### src/rtl/route_request_controller.sv
// Per-input-port route requester for the mesh crossbar.
// Decodes XY route from head flit, reserves, streams, relieves.
module route_request_controller #(
    parameter int N             = 4,
    parameter int DATA_WIDTH    = 32,
    parameter int REQUEST_WIDTH = 3,
    parameter int X_COORD       = 0,
    parameter int Y_COORD       = 0,
    parameter int COUNT_WIDTH   = 16
) (
    input  logic                     clk,
    input  logic                     rst,
    input  logic [DATA_WIDTH-1:0]    data_in,
    input  logic                     valid_in,
    output logic                     ready_in,
    output logic                     routeReserveRequestValid,
    output logic [REQUEST_WIDTH-1:0] routeReserveRequest,
    input  logic                     routeReserveStatus,
    output logic                     routeRelieve,
    output logic [DATA_WIDTH-1:0]    data_out,
    output logic                     valid_out,
    input  logic                     ready_out,
    output logic [COUNT_WIDTH-1:0]   packetCount,
    output logic [COUNT_WIDTH-1:0]   dropCount
);

    localparam int CW = $clog2(N);

    localparam logic [1:0] IDLE    = 2'd0;
    localparam logic [1:0] REQUEST = 2'd1;
    localparam logic [1:0] FORWARD = 2'd2;
    localparam logic [1:0] RELIEVE = 2'd3;

    localparam logic [CW-1:0] X_HERE = CW'(X_COORD);
    localparam logic [CW-1:0] Y_HERE = CW'(Y_COORD);

    logic [1:0]               state;
    logic [1:0]               state_next;
    logic [1:0]               flit_type;
    logic                     is_head;
    logic                     is_tail;
    logic [CW-1:0]            dest_x;
    logic [CW-1:0]            dest_y;
    logic [REQUEST_WIDTH-1:0] route_port;

    // Flit type: bit 0 marks a head (01/11), bit 1 marks a tail (10/11).
    assign flit_type = data_in[DATA_WIDTH-1 -: 2];
    assign is_head   = flit_type[0];
    assign is_tail   = flit_type[1];
    assign dest_x    = data_in[DATA_WIDTH-3 -: CW];
    assign dest_y    = data_in[DATA_WIDTH-3-CW -: CW];

    // XY routing: resolve X first, then Y, else eject locally.
    always_comb begin
        route_port = REQUEST_WIDTH'(0);
        if (dest_x > X_HERE)
            route_port = REQUEST_WIDTH'(2);
        else if (dest_x < X_HERE)
            route_port = REQUEST_WIDTH'(4);
        else if (dest_y > Y_HERE)
            route_port = REQUEST_WIDTH'(1);
        else if (dest_y < Y_HERE)
            route_port = REQUEST_WIDTH'(3);
    end

    assign routeReserveRequestValid = (state == REQUEST);
    assign routeRelieve             = (state == RELIEVE);

    // Next state and combinational flit path.
    always_comb begin
        state_next = state;
        ready_in   = 1'b0;
        valid_out  = 1'b0;
        data_out   = '0;
        case (state)
            IDLE: begin
                if (valid_in) begin
                    if (is_head)
                        state_next = REQUEST;
                    else
                        ready_in = !rst;
                end
            end
            REQUEST: begin
                if (routeReserveStatus)
                    state_next = FORWARD;
            end
            FORWARD: begin
                data_out  = data_in;
                valid_out = valid_in;
                ready_in  = ready_out;
                if (valid_in && ready_out && is_tail)
                    state_next = RELIEVE;
            end
            RELIEVE: begin
                state_next = IDLE;
            end
            default: begin
                state_next = IDLE;
            end
        endcase
    end

    // State register.
    always_ff @(posedge clk or posedge rst) begin
        if (rst)
            state <= IDLE;
        else
            state <= state_next;
    end

    // Route is latched only while decoding a head in IDLE.
    always_ff @(posedge clk or posedge rst) begin
        if (rst)
            routeReserveRequest <= '0;
        else if (state == IDLE && valid_in && is_head)
            routeReserveRequest <= route_port;
    end

    // Forwarded packets wrap; dropped strays saturate.
    always_ff @(posedge clk or posedge rst) begin
        if (rst) begin
            packetCount <= '0;
            dropCount   <= '0;
        end else begin
            if (state == RELIEVE)
                packetCount <= packetCount + 1'b1;
            if (state == IDLE && valid_in && !is_head && dropCount != '1)
                dropCount <= dropCount + 1'b1;
        end
    end

endmodule
### config.mk
export PLATFORM = sky130hd
export DESIGN_NAME = route_request_controller
export DESIGN_NICKNAME = d
export VERILOG_FILES = /design/src/rtl/route_request_controller.sv
export SDC_FILE = /design/constraint.sdc
export NUM_CORES = 1
export LEC_CHECK = 0
export BUFFER_PORTS_ARGS = -buffer_cell sky130_fd_sc_hd__buf_2
export CAP_MARGIN = 15
export CELL_PAD_IN_SITES_DETAIL_PLACEMENT = 0
export CELL_PAD_IN_SITES_GLOBAL_PLACEMENT = 1
export CORE_ASPECT_RATIO = 0.6
export CORE_MARGIN = 8
export CORE_UTILIZATION = 32
export DETAILED_ROUTE_END_ITERATION = 10
export PLACE_DENSITY = 0.77
export SYNTH_ARGS = -nofsm -noshare
export SYNTH_HDL_FRONTEND = slang
export SYNTH_SLANG_ARGS = --single-unit
### constraint.sdc
create_clock -name clk -period 2.15 [get_ports clk]
set_input_delay 0.1075 -clock clk [delete_from_list [all_inputs] [get_ports clk]]
set_output_delay 0.1075 -clock clk [all_outputs]
set_load 0.01 [all_outputs]
# --- Word level (Yosys, flattened, before mapping) ---
# Cells that the tools add are included.
op_classes:
  n_addsub: 2
  reduce_logical: 10
  order_cmp: 4
  muxes: 14
  n_eq_ne: 8
op_table:
  columns: ["cell", "n"]
  rows:
  - ["$add 16x1->16 const B", 2]
  - ["$mux 32", 1]
  - ["$ne 16x16->1 const B", 1]
  - ["$mux 2", 6]
  - ["$pmux 2 s4", 1]
  - ["$logic_and 1x1->1", 6]
  - ["$mux 3", 2]
  - ["$ne 2x2->1 const B", 3]
  - ["$eq 2x2->1 const B", 2]
  - ["$gt 2x1->1 const B", 2]
  - ["$lt 2x1->1 const B", 2]
  - ["$reduce_and 4->1", 1]
  - ["$mux 1", 3]
  - ["$eq 2x1->1 const B", 1]
  - ["$logic_not 1->1", 2]
  - ["$logic_not 2->1", 1]
  - ["$ne 2x1->1 const B", 1]
  - ["$pmux 1 s2", 1]
word_totals:
  regBits: 37

# --- Logic depth before layout (Yosys ltp) ---
logic_depth:
  ltp_word: 5
  mapped_depth: 6

# --- Least setup slack after synthesis ---
# OpenSTA, ideal clock, no wires.
synth_path:
  kind: "register -> register"
  startpoint: "register dropCount[0]"
  endpoint: "register dropCount[12]"
  synth_period_minus_slack_ns: 1.702
  stages_incl_launch_ff: 6
  slack_ns: 0.448
  setup_time_ns: 0.125
  arrival_time_ns: 1.577
  n_path_buf: 0
  t_required_ns: 2.025
  path_cell_list: "dfrtp_1 -> ha_1 -> nand3_1 -> nor3_2 -> and3_2 -> mux2_2"
synth_between:
  elab_chain_cells: 2
  word_cells_on_any_way: 3
  cone_classes: "1 x add/sub; 1 x eq/ne; 1 x reduce/logical"
synth_rtl:
  columns: ["element", "line", "source"]
  rows:
  - ["from (decl)", "24", "output logic [COUNT_WIDTH-1:0] dropCount"]
  - ["from (signal assigned)", "129", "dropCount <= dropCount + 1'b1;"]
  - ["parallel branches: the longest is 2 deep, another holds $add 16x1->16", null, null]
# Several ways; the timed one is not identified.
# A chain may end at the register's enable or synchronous reset.

# --- Worst setup path in the final report ---
layout_path:
  startpoint: "register state[0]"
  endpoint: "register dropCount[12]"
layout_between:
  elab_chain_cells: 4
layout_rtl:
  columns: ["element", "line", "source"]
  rows:
  - ["from (decl)", "37", "logic [1:0] state;"]
  - ["from (signal assigned)", "109", "state <= state_next;"]
  - ["$logic_not 2->1", "128", "if (state == IDLE && valid_in && !is_head && dropCount != '1)"]
  - ["$logic_and 1x1->1 (3 in a row)", "128", null]
# Every way passes these cells.

==> results.cfg <==
[route]
detail-route-antenna-nets = 0
vias = 1710
drt_iter0_drc = 106
vias_per_cell = 4.35
drt-total-wl_um = 5390
first_pass_iters = 4
routedWlPerCell_um = 13.7
drc = 0

[pwr]
ir_worst_vdd_v = 0.000347
powerDensity_mw_per_mm2 = 923
leakage_nw = 1.52

[worst_setup_path]
cp-start-kind = register
reg2reg_depth = 6
r2r_slack_ns = 0.28
timing.rr.start = state[0]
crit_arrival_ns = 2.04
crit_slowest_cell = dfrtp_1
r2r_end = dropCount[12]
critPathKind = register to register
worstPathMaxFanout = 8
cpPeakStageDelay_ns = 0.41
crit_path_end_kind = register
worstPathCellList = inv_1 -> ha_1 -> nand3b_4 -> nor3_2 -> and3_2 -> mux2_2
worstPathRequired_ns = 2.33

[yosys]
synth_compound_area_frac = 0.0375
ys_seq_elements = 36
synth-xor-area-share = 0.114
syn-cell-area_mm2 = 0.00200
synth_simple_gate_area_frac = 0.314
yosys.area.top_type = dfrtp_1
synth_edf_count = 0
muxShareOfSynthArea = 0.0244
synthAdderAreaFrac = 0.0375
ys_types = 36
synth_most_common_cell = dfrtp_1
synth-main-ff-cell = dfrtp_1
synthArstFlopShare = 1.00
synth.top_cell.area_share = 0.450
ys_seq_area_frac = 0.450
avgSynthCellArea_um2 = 10.2
syn_nets = 240
syn-instance-count = 197
synth_area_leaders = dfrtp_1 (45%), and2_1 (10%), xnor2_1 (6.1%)
synthTopCellsByCount = dfrtp_1 (36), and2_1 (33), nand2_1 (14), nand3_1 (14), xnor2_1 (14)
synth_warnings = 0
synth_top_family_by_area = simple AND/OR/NAND/NOR gates

[clock_tree]
post_cts_resized = 0
clock-sinks = 36
numCtsBuffers = 5
worstSkewPairLatency_ns = 0.28
postCtsSetupBuffers = 0
clockBufferDepth = 2
htreeDepth = 2
ctsHoldBuffers = 1
path_clk_slew_ns = 0.08
cts_root_buffer = clkbuf_8
cts_tree = built

[global_routing]
grt_start_max_net_pins = 29
top_usage_layer = met2
met1_usage = 0.157
grt_usage = 0.117
grt.overflow.total = 0
grt_pass1_vias = 1661
use_met3 = 0.0446
antenna_found_initial = 0
grt_pass1_wl_um = 8840
grt_util_met2 = 0.179

[sta]
fin_crit_sh = 0.868
fin_hold_ws_ns = 0.108
skew_ns = 0.00281
fin_crit_ns = 1.87
fin_setup_tns_ns = 0
drv_slew = 0
max_freq_mhz = 536
finalHoldViolations = 0
rsz0062_at_grt = no
setup_viol = 0

[worst_hold_path]
hp-start = data_in[28]
hp-class = primary input to register
whs_path_depth = 4
holdPathEnd = routeReserveRequest[0]

[final_layout]
design_area_mm2 = 0.00275
fillerInstances = 609
nets = 351
antennaDiodeCount = 0
syn_to_final_growth_pct = 37.4
drive_gt1_frac = 0.427

[status]
outcome = completed

[placement]
hpwl_um = 4370
gp_congestion = 0.807
place_area_mm2 = 0.00263
io_buffers = 106

[floorplanning]
initial_utilization = 0.329
die-area_mm2 = 0.00913
coreArea_mm2 = 0.00608
fp.dieW_um = 118
die_y_um = 77.3
rows = 22
pin_count = 108

[job]
drv_cap = 0
power by group:
part	leakage (nW)	internal [mW]	switching, mW
sequential	0.482	0.798	0.139
combinational	0.984	0.451	0.554
clock	0.0541	0.343	0.253
critical path, delay by kind of cell, from the launching register on:
| family | cells | cell delay, ns |
|---|---|---|
| simple gates | 3 | 0.66 |
| buf+inv | 1 | 0.10 |
| mux | 1 | 0.32 |
| fa+ha+maj | 1 | 0.27 |
| flops | 1 | 0.41 |
worst max-delay path by stage:
stage	startpoint	endpoint	slack, ns
final	state[0]	dropCount[12]	0.28
after global routing	state[0]	ready_in	0.16
after CTS	state[0]	ready_in	0.28
after detailed placement	state[1]	dropCount[12]	0.30
after global placement	state[0]	dropCount[12]	0.36
after floorplan	dropCount[0]	dropCount[12]	0.45
routing by layer:
| layer | wire length [um] | up-vias |
|---|---|---|
| met5 | 0 | - |
| met4 | 17 | 0 |
| met3 | 330 | 3 |
| met2 | 2460 | 38 |
| met1 | 2580 | 778 |
| li1 | - | 891 |
layout by cell type (no fill, tap or decap), types with 3 or more instances in the layout:
cell type,count
xor2_1,12
mux2_2,3
xnor2_1,14
ha_1,6
nor2_1,5
nand2_1,14
nand3_1,14
o21ai_0,10
or2_2,3
and2_1,33
inv_1,5
nand4_1,7
clkbuf_8,5
nor3_1,6
and3_1,3
buf_2,106
dfrtp_1,36
sequential cells by signal (all words and copies together) (netlist names):
register,cells
dropCount,16
packetCount,16
routeReserveRequest,2
state,2
per-stage QoR:
step	setup slack, ns	util	power (mW)	instances
floorplan	0.448	-	1.53	197
global placement	0.358	0.432	1.95	384
detailed placement	0.301	0.432	1.96	384
CTS	0.278	0.452	2.57	393
global route	0.156	0.452	2.72	393
finish	0.283	0.452	2.54	393
kinds of logic after synthesis:
logic type,after synthesis
other,1
AOI/OAI and AO/OA,13
xor gates and xnor gates,26
and+or+nand+nor,101
DFF,36
buffers and inverters,10
adders and majority gates,6
muxes,4
cell type report:
type	count	area, um2	share of cell area
tap	84	105	0.0382
inverter	5	18.8	0.00682
timing repair buffer	109	556	0.202
clock inverter	3	42.5	0.0155
sequential	36	901	0.327
multi-input combinational	151	1060	0.385
clock buffer	5	68.8	0.0250
Power figures use the tool's default switching activity.
